<file path="config.mk">
export PLATFORM = sky130hd
export DESIGN_NAME = adder_arbiter
export DESIGN_NICKNAME = d
export VERILOG_FILES = /design/src/rtl/adder_arbiter.sv
export SDC_FILE = /design/constraint.sdc
export NUM_CORES = 1
export LEC_CHECK = 0
export ABC_CLOCK_PERIOD_IN_PS = 2000
export CORE_AREA = 2 2 117 119
export DETAILED_ROUTE_END_ITERATION = 8
export DIE_AREA = 0 0 119 121
export GPL_ROUTABILITY_DRIVEN = 0
export PLACE_DENSITY = 0.89
export SYNTH_ARGS = -nofsm -noshare
export SYNTH_HDL_FRONTEND = slang
export SYNTH_SLANG_ARGS = --single-unit
</file>
<file path="constraint.sdc">
create_clock -name clock -period 2 [get_ports clock]
set_input_delay 0.6 -clock clock [delete_from_list [all_inputs] [get_ports clock]]
set_output_delay 0.6 -clock clock [all_outputs]
set_load 0.05 [all_outputs]
</file>
<file path="src/rtl/adder_arbiter.sv">
// Round-robin arbiter sharing one external pipelined adder between two requesters,
// with a tag pipeline steering each sum back to its issuer. Define ADDER_ARBITER_STATS_EN for grant counters.
module adder_arbiter #(
  parameter int WIDTH   = 32,
  parameter int LATENCY = 2
) (
  input  logic             clock,
  input  logic             reset,
  input  logic             req0_valid,
  input  logic             req1_valid,
  output logic             req0_ready,
  output logic             req1_ready,
  input  logic [WIDTH-1:0] req0_a,
  input  logic [WIDTH-1:0] req0_b,
  input  logic [WIDTH-1:0] req1_a,
  input  logic [WIDTH-1:0] req1_b,
  output logic [WIDTH-1:0] adder_in_1,
  output logic [WIDTH-1:0] adder_in_2,
  input  logic [WIDTH:0]   adder_sum,
  output logic             rsp0_valid,
  output logic             rsp1_valid,
  output logic [WIDTH:0]   rsp0_sum,
  output logic [WIDTH:0]   rsp1_sum
`ifdef ADDER_ARBITER_STATS_EN
  ,
  output logic [15:0]      grant_cnt0,
  output logic [15:0]      grant_cnt1
`endif
);

  typedef enum logic {REQ0 = 1'b0, REQ1 = 1'b1} req_id_e;

  typedef struct packed {
    logic    valid;
    req_id_e id;
  } tag_t;

  req_id_e last_grant;
  req_id_e grant_id;
  logic    handshake;
  tag_t    tag_pipe [LATENCY+1];

  // NOTE: every always_comb output gets a default first so no path leaves it unassigned (no latch).
  always_comb begin
    req0_ready = 1'b0;
    req1_ready = 1'b0;
    if (!reset) begin
      // Requester 0 wins unless requester 1 also wants the adder and 0 went last.
      if (req0_valid && (!req1_valid || last_grant == REQ1)) req0_ready = 1'b1;
      else if (req1_valid)                                   req1_ready = 1'b1;
    end
  end

  assign handshake = req0_ready | req1_ready;
  assign grant_id  = req1_ready ? REQ1 : REQ0;

  // NOTE: sequential state uses non-blocking assignments so every register sees pre-edge values.
  always_ff @(posedge clock) begin
    if (reset) begin
      last_grant <= REQ1;
      adder_in_1 <= '0;
      adder_in_2 <= '0;
      rsp0_valid <= 1'b0;
      rsp1_valid <= 1'b0;
      rsp0_sum   <= '0;
      rsp1_sum   <= '0;
      // NOTE: the tag pipeline is reset (unlike a data RAM) because its valid bits must drop in-flight work.
      for (int i = 0; i <= LATENCY; i++) tag_pipe[i] <= '0;
    end else begin
      if (handshake) last_grant <= grant_id;
      adder_in_1 <= handshake ? (req1_ready ? req1_a : req0_a) : '0;
      adder_in_2 <= handshake ? (req1_ready ? req1_b : req0_b) : '0;
      tag_pipe[0] <= '{valid: handshake, id: grant_id};
      for (int i = 1; i <= LATENCY; i++) tag_pipe[i] <= tag_pipe[i-1];
      // The oldest tag lines up with the adder output sampled at this edge.
      rsp0_valid <= tag_pipe[LATENCY].valid && tag_pipe[LATENCY].id == REQ0;
      rsp1_valid <= tag_pipe[LATENCY].valid && tag_pipe[LATENCY].id == REQ1;
      if (tag_pipe[LATENCY].valid && tag_pipe[LATENCY].id == REQ0) rsp0_sum <= adder_sum;
      if (tag_pipe[LATENCY].valid && tag_pipe[LATENCY].id == REQ1) rsp1_sum <= adder_sum;
    end
  end

`ifdef ADDER_ARBITER_STATS_EN
  always_ff @(posedge clock) begin
    if (reset) begin
      grant_cnt0 <= '0;
      grant_cnt1 <= '0;
    end else begin
      if (req0_ready && grant_cnt0 != 16'hFFFF) grant_cnt0 <= grant_cnt0 + 16'd1;
      if (req1_ready && grant_cnt1 != 16'hFFFF) grant_cnt1 <= grant_cnt1 + 16'd1;
    end
  end
`endif

endmodule

</file>
======== Word-level counts from Yosys, hierarchy flattened ========
Memories as Yosys holds them, arrays and structs flattened.
Index checks and enable logic that the tools add are counted.
operators by class
  reduce and logical (&&, ||, !) cells .... 6
  multiplexer cells ....................... 14
  bitwise operators ....................... 6
operators with widths
  cell               count
  $mux 32            2
  $mux 1             9
  $mux 2             3
  $or 1x1->1         4
  $logic_and 1x1->1  3
  $not 1->1          2
  $reduce_or 2->1    1
  $logic_not 1->1    1
  $logic_or 1x1->1   1
storage, ports and cells
  bits of input ports ..................... 165
  RAM bits ................................ 6
  memories ................................ 1
  output and inout port bits .............. 134
  bits in registers ....................... 133
  word-level logic and storage cells ...... 34
memory list
  name      words  width  rd ports  clocked after memory_dff  wr ports  RTL line  RTL
  tag_pipe  3      2      3         0                         3         41        tag_t tag_pipe [LATENCY+1];

======== Depth between registers and ports, before layout ========
Gate-level depths: netlist of the first run.
  depth after elaboration ................. 8
  gate-level depth with buffers ........... 5
  gate-level depth less buffers ........... 3

======== Least setup slack after synthesis of the first run ========
Ideal clock, no wire load.
  kind .................................... input port to output port
  from .................................... in req1_valid
  to ...................................... out req1_ready
  data required time ...................... 1.400 ns
  path buffers ............................ 2
  data arrival time ....................... 1.799 ns
  cell stages on the path ................. 4
  path slack .............................. -0.399 ns
  path through ............................ a21boi_2 buf_4 buf_4 nor2b_1
between the ends
  longest elaborated chain between the ends .. 5
  elaborated cells between the ends (all ways) .. 6
  those cells by class .................... 3 x mux; 3 x reduce/logical
RTL lines
  element            RTL line  RTL
  from (decl)        10        input logic req1_valid,
  $logic_not 1->1    49        if (req0_valid && (!req1_valid || last_grant == REQ1)) req0_ready = 1'b1;
  $logic_or 1x1->1   49
  $logic_and 1x1->1  49
  $mux 1 *           49
  $mux 1 *           47        if (!reset) begin
  to (decl)          12        output logic req1_ready,
Every way passes the cells marked *; elsewhere a longest branch is shown, timed or not.

======== Worst setup path in the final report of the first run ========
Same ends and word-level chain as after synthesis.

==> summary.txt, run 1 <==
CTS
  • Worst-path clk slew: 60 ps
  • Later-pin clock latency in the skew report: 410 ps
  • TritonCTS clock tree: yes
  • Clock root buffer: clkbuf_16
  • H-Tree Depth: 4
  • Cts bufs inserted: 17
  • Clock sink count: 139
  • Clock Path Buffers: 2
  • Hold_buf cts: 0

Power
  • Internal: 5.519 mW
  • Reg power frac: 39.3%
  • Sw frac: 25.65%
  • Total power: 7.424 mW
  • NetSw: 1.904 mW
  • P per Cell Area: 901.4 nW/µm²
  • Static Leakage: 3.312 nW
  • Logic gate share of total power: 16.4%
  • Clk pwr share: 44.2%
  • Max VDD drop: 0.0005504 V

Critical path
  • CP endpoint kind: output port
  • Nature of the critical path startpoint: input pin
  • Worst-path maximum fanout: 2
  • Crit path launch: req1_valid
  • Data arrival, critical path: 1380 ps
  • R2R Setup Slk: 590 ps
  • CP Class: in2out
  • R2R Path Start: last_grant$_SDFFE_PP1P_
  • Required time worst endpoint: 1400 ps

Drt
  • Initial drt markers: 359
  • Met2 WL: 8.361 mm
  • Final ANT Viol Nets: 0
  • 1st-pass router iterations: 5
  • Met3 routed WL: 1.617 mm
  • Drc violations: 0
  • Total wire length: 16.95 mm
  • Met1 WL: 6.319 mm
  • Via count: 5106
  • Top routing layer in use: met4
  • Vias per Instance: 5.071
  • Routed len/inst: 16.83 µm

STA
  • Achievable Freq: 0.5061 GHz
  • Least-Margin Pin Slew: 579.4 ps
  • Setup TNS Final: 0 ps
  • RSZ-0062 raised after global routing: no
  • Clock Skew: 5.491 ps
  • Setup WS post-layout: 23.93 ps
  • Final hold viol count: 0
  • Crit path time final: 1976 ps
  • WHS: 435.9 ps
  • Final setup violation count: 0
  • Final worst path period share: 98.80%
  • Max-slew headroom: 61.37%
  • Slew Viols, Final: 0

Global routing
  • Initial antenna violation count: 0
  • GRT Total Usage: 22.60%
  • Largest net degree at the start of global routing: 56
  • Vias in the first global route: 4910
  • First-pass GRT wire length: 25.28 mm
  • GRT overflow: 0

Layout
  • Final instance area: 8235 µm²
  • Area grow syn2layout: 70.96%
  • Ant. Diodes: 0
  • FILL cells: 1067
  • # nets final: 984
  • Share of post-route cells with drive strength above 1: 22.62%

Synth
  • Post-synth top area share: 57.77%
  • Cell count after synthesis: 538
  • Mean Syn Cell Area: 8.954 µm²
  • Top area cells in the synthesized netlist: dfxtp_1, a32oi_1, nand2_1, a21oi_1, nor2_1
  • Unique cell type count in the Yosys netlist: 17
  • Syn Nets: 703
  • Yosys warns: 0
  • Register bit total from synthesis: 139
  • Sequential share of the synthesized area: 57.77%
  • Synth area leader: dfxtp_1
  • Post-Synthesis Cell Area: 4817 µm²

Place
  • Dpl cell area: 7616 µm²
  • IO buf count: 298
  • Pre-CTS setup slack: -221.1 ps
  • Post-DP HPWL: 12.09 mm

Floorplanning
  • Core Area: 13090 µm²
  • Die Area: 14400 µm²
  • Die width: 119 µm
  • Core Rows: 42
  • Die Y: 121 µm
  • Initial core utilization: 36.81%
  • I/O pin cnt: 299

Hold path
  • Worst Hold Class: reg2reg
  • Hold_sp: tag_pipe[0][3]$_SDFF_PP0_

Job
  • # Max-Cap Violations: 0

Run status
  • Status: completed
==> power groups by stage <==
stage	clock network, mW	logic [mW]	registers (mW)
floorplan	0	0.270	3.34
global placement	0	1.20	2.97
detailed placement	0	1.22	2.98
CTS	3.35	1.22	2.92
global route	3.47	1.28	2.93
finish	3.28	1.22	2.92
==> placed cells by master (no fill, tap or decap), drive strengths merged <==
master	n
clkdlybuf4s50	161
buf	152
dfxtp	139
nand2	135
nor2	67
a21oi	66
a32oi	64
clkbuf	19
nor2b	7
clkinv	4
bufinv	4
clkinvlp	3
nand2b	3
a21boi	1
and2	1
o21ai	1
nor3b	1
and3b	1
inv	1
dlygate4sd2	1
==> state kept, by name, summed over array words and instances (netlist names) <==
signal	count
rsp1_valid	1
rsp0_sum	33
tag_pipe	6
last_grant	1
rsp1_sum	33
rsp0_valid	1
adder_in_1	32
adder_in_2	32
==> through the flow <==
stage / instances / utilization (%)
after floorplan: 538 / -
after global routing: 1007 / 62.94
after detailed placement: 976 / 58.20
final: 1007 / 62.94
after CTS: 1007 / 62.94
after global placement: 976 / 58.20
==> timing repair <==
action | in CTS | in global routing
setup endpoints to repair | 2 | 1
pin swaps | 1 | 2
resized for setup | 3 | 0
setup buffers | 0 | 0
==> synth_stat cells <==
library cell  instances
a21boi_2              1
nor2b_1               7
and3b_1               1
buf_1                 2
o21ai_0               1
nor2_1               67
and2_1                1
clkbuf_1             20
nand2_1             135
nor3b_1               1
a32oi_1              64
buf_6                 5
buf_4                 8
nand2b_1              3
a21oi_1              66
buf_2                17
dfxtp_1             139
==> path summary, 6_finish.rpt <==
| kind | cells after the start | to |
|---|---|---|
| setup / recovery | 4 | req1_ready |
| hold / removal | 1 | tag_pipe[0][5]$_SDFF_PP0_ |
| setup reg to reg | 5 | adder_in_2[24]$_SDFF_PP0_ |
| hold reg to reg | 1 | tag_pipe[0][5]$_SDFF_PP0_ |
==> critical path, cell delays in order <==
cell,delay [ps]
dlygate4sd2_1,250
a21boi_4,210
nor2b_4,180
buf_12,140
==> kinds of logic (layout without fill, tap and decap cells) <==
| group | count (synthesis) | in the layout | synth area share (%) |
|---|---|---|---|
| flip-flops | 139 | 139 | 57.77 |
| AO/OA/AOI/OAI | 132 | 132 | 18.83 |
| buffers and inverters | 52 | 345 | 5.896 |
| AND/OR/NAND/NOR | 215 | 215 | 17.51 |
==> metal layers <==
| layer | track usage, % | vias to the layer above |
|---|---|---|
| met2 | 38.58 | 268 |
| met3 | 7.942 | 40 |
| li1 | - | 2406 |
| met4 | 13.17 | 0 |
| met1 | 24.23 | 2392 |
| met5 | 0 | - |
==> area by class of cell <==
type                            instances  area (µm²)  area share, %
Clock buffer                           19       442.9          5.378
Clock inverter                         12       171.4          2.081
Multi-Input combinational cell        347        1780          21.62
Tap cell                              176       220.2          2.674
Timing Repair Buffer                  314        2838          34.46
Sequential cell                       139        2783          33.79
Power figures use the tool's default switching activity.
==> run 2, diff against run 1 <==
--- a/config.mk
+++ b/config.mk
@@ -11,6 +11,7 @@
 export DIE_AREA = 0 0 119 121
 export GPL_ROUTABILITY_DRIVEN = 0
 export PLACE_DENSITY = 0.89
+export SETUP_SLACK_MARGIN = 0.2
 export SYNTH_ARGS = -nofsm -noshare
 export SYNTH_HDL_FRONTEND = slang
 export SYNTH_SLANG_ARGS = --single-unit
==> run 2 against run 1 <==
Compared with the run above: design area is essentially flat; clock-buffer cell count grew 3; maximum frequency grew 7.7%; via count is essentially flat; non-clock buffer count shrank 4; die area is the same; sequential share of layout area grew 0.051 points; total power grew 2.5%; largest power group unchanged; highest routed layer unchanged.
==> summary.txt, run 2 (synthesis results as in run 1) <==
Drt
  • Initial drt markers: 385 (+7.2%)
  • Final ANT Viol Nets: 0 (unchanged)
  • Via count: 5101 (-0.098%)
  • Drc violations: 0 (unchanged)
  • Vias per Instance: 5.076 (+0.10%)
  • Total wire length: 16.60 mm (-2.0%)
  • Routed len/inst: 16.52 µm (-1.8%)
  • 1st-pass router iterations: 5 (unchanged)

CTS
  • H-Tree Depth: 4 (unchanged)
  • Clock Path Buffers: 2 (unchanged)
  • Hold_buf cts: 0 (unchanged)
  • Setup Fix Bufs, Post-CTS: 0 (unchanged)
  • Worst-path clk slew: 60 ps (about the same)
  • Later-pin clock latency in the skew report: 410 ps (about the same)
  • Cts bufs inserted: 17 (unchanged)
  • TritonCTS clock tree: yes
  • Clock sink count: 139 (unchanged)
  • Clock root buffer: clkbuf_16

Critical path
  • CP endpoint kind: output port
  • Nature of the critical path startpoint: register
  • R2R Path Start: last_grant$_SDFFE_PP1P_
  • Critical path's slowest cell: dfxtp_4
  • Critical path cell sequence: a21boi_4 > nor2b_4 > buf_12
  • R2R Setup Slk: 570 ps (-20 ps)
  • Required time worst endpoint: 1400 ps (about the same)
  • CP Class: reg2out
  • Critical Path End: req1_ready
  • Worst-path maximum fanout: 4 (+2)
  • Crit path launch: last_grant$_SDFFE_PP1P_
  • Crit path buf inv count: 1 (-1)
  • WP depth: 3 (-1)
  • Max incr delay on CP: 360 ps (+110 ps)
  • Data arrival, critical path: 1230 ps (-150 ps)
  • CP top delay family: flip-flops
  • Worst r2r path cells: 4 (-1)
  • RR Endpoint: adder_in_2[16]$_SDFF_PP0_

Global routing
  • Vias in the first global route: 4910 (unchanged)
  • GRT overflow: 0 (unchanged)
  • Largest net degree at the start of global routing: 83 (+48%)
  • Initial antenna violation count: 0 (unchanged)
  • GRT Total Usage: 22.49% (-0.11 points)
  • First-pass GRT wire length: 25.10 mm (-0.74%)

Floorplanning
  • Die Area: 14400 µm² (unchanged)
  • Die width: 119 µm (unchanged)
  • Initial core utilization: 36.81% (unchanged)
  • Core Area: 13090 µm² (unchanged)
  • Core Rows: 42 (unchanged)
  • I/O pin cnt: 299 (unchanged)
  • Die Y: 121 µm (unchanged)

Place
  • Post-DP HPWL: 11.73 mm (-3.0%)
  • IO buf count: 298 (unchanged)

Layout
  • Highest-count cells in the layout ignoring fill and taps: clkdlybuf4s50_1, buf_4, dfxtp_1
  • # nets final: 980 (-0.41%)
  • Biggest regs: rsp0_sum: 33 flops, rsp1_sum: 33 flops
  • Share of post-route cells with drive strength above 1: 22.46% (-0.16 points)
  • Most common cell after layout, fill and taps aside: clkdlybuf4s50_1
  • FILL cells: 1067 (unchanged)
  • Area grow syn2layout: 70.94% (about the same)
  • Core Util, Final: 62.93% (about the same)

STA
  • Least-Margin Pin Slew: 687.8 ps (+108.4 ps)
  • Crit path time final: 1835 ps (-141.3 ps)
  • RSZ-0062 raised after global routing: yes
  • Clock Skew: 5.230 ps (-0.2604 ps)
  • Final worst path period share: 91.74% (-7.1 points)
  • Max-slew headroom: 54.15% (-7.2 points)
  • Slew Viols, Final: 0 (unchanged)
  • Final hold viol count: 0 (unchanged)
  • Achievable Freq: 0.5450 GHz (+7.7%)
  • Final setup violation count: 0 (unchanged)

Power
  • Total power: 7.612 mW (+2.5%)
  • Static Leakage: 3.320 nW (+0.25%)
  • Max VDD drop: 0.0004246 V (-23%)
  • P per Cell Area: 924.4 nW/µm² (+2.5%)

Hold path
  • Worst Hold Class: reg2reg
  • Hold_sp: tag_pipe[0][2]$_SDFF_PP0_

Job
  • # Max-Cap Violations: 0 (unchanged)

Run status
  • Status: completed
-- run 2: changes by cell type in the layout (fill, tap and decap cells not counted), sizes merged --
cell | previous run | this run
clkinvlp | 3 | 0
diode | 0 | 1
bufinv | 4 | 5
dlygate4sd2 | 1 | 0
buf | 152 | 149
clkbuf | 19 | 22
-- run 2: area by class of cell --
class                           count  area [µm²]  area share, %
Clock buffer                       22       474.2          5.759
Timing Repair Buffer              310        2779          33.75
Clock inverter                     10       186.4          2.264
Tap cell                          176       220.2          2.674
Sequential cell                   139        2786          33.84
Antenna cell                        1       2.502        0.03039
Multi-Input combinational cell    347        1785          21.68
-- run 2: worst min path at each step --
stage | end | slack, ps | cells after the start
finish | tag_pipe[0][4]$_SDFF_PP0_ | 440 | 1
global placement | tag_pipe[0][3]$_SDFF_PP0_ | 420 | 1
floorplan | tag_pipe[0][2]$_SDFF_PP0_ | 410 | 1
global route | tag_pipe[0][2]$_SDFF_PP0_ | 460 | 1
detailed placement | tag_pipe[0][3]$_SDFF_PP0_ | 430 | 1
CTS | tag_pipe[0][3]$_SDFF_PP0_ | 440 | 1
-- run 2: what timing repair did --
item                                    CTS  global route
endpoints found under the setup margin    3             2
pin swaps                                 1             0
gates resized for setup                   7             1
-- run 2: stage by stage --
step	setup slack, ps	instance area, µm²	hold slack, ps	setup TNS (ps)	instances
global placement	-162.4	7564	415.8	-6407	972
finish	165.3	8234	436.1	0	1005
global route	121.4	8232	460.9	0	1004
detailed placement	-262.3	7564	425.6	-14130	972
floorplan	54.13	4885	413.8	0	538
CTS	138.7	8229	439.3	0	1004
-- run 2: per-layer routing --
metal  global-route usage (%)  share of wire (%)  up-vias
met2                    37.03                 49      266
met1                    24.26                 36     2392
li1                         -                  -     2403
met5                        0                  0        -
met3                    9.633                 11       40
met4                    12.80                3.8        0
-- run 2: power by group --
group          total [mW]  switching (mW)  leakage, nW  internal [mW]
Sequential           2.92          0.0379         1.14           2.88
Combinational        1.20           0.679         1.86          0.522
Clock                3.49            1.17        0.325           2.32
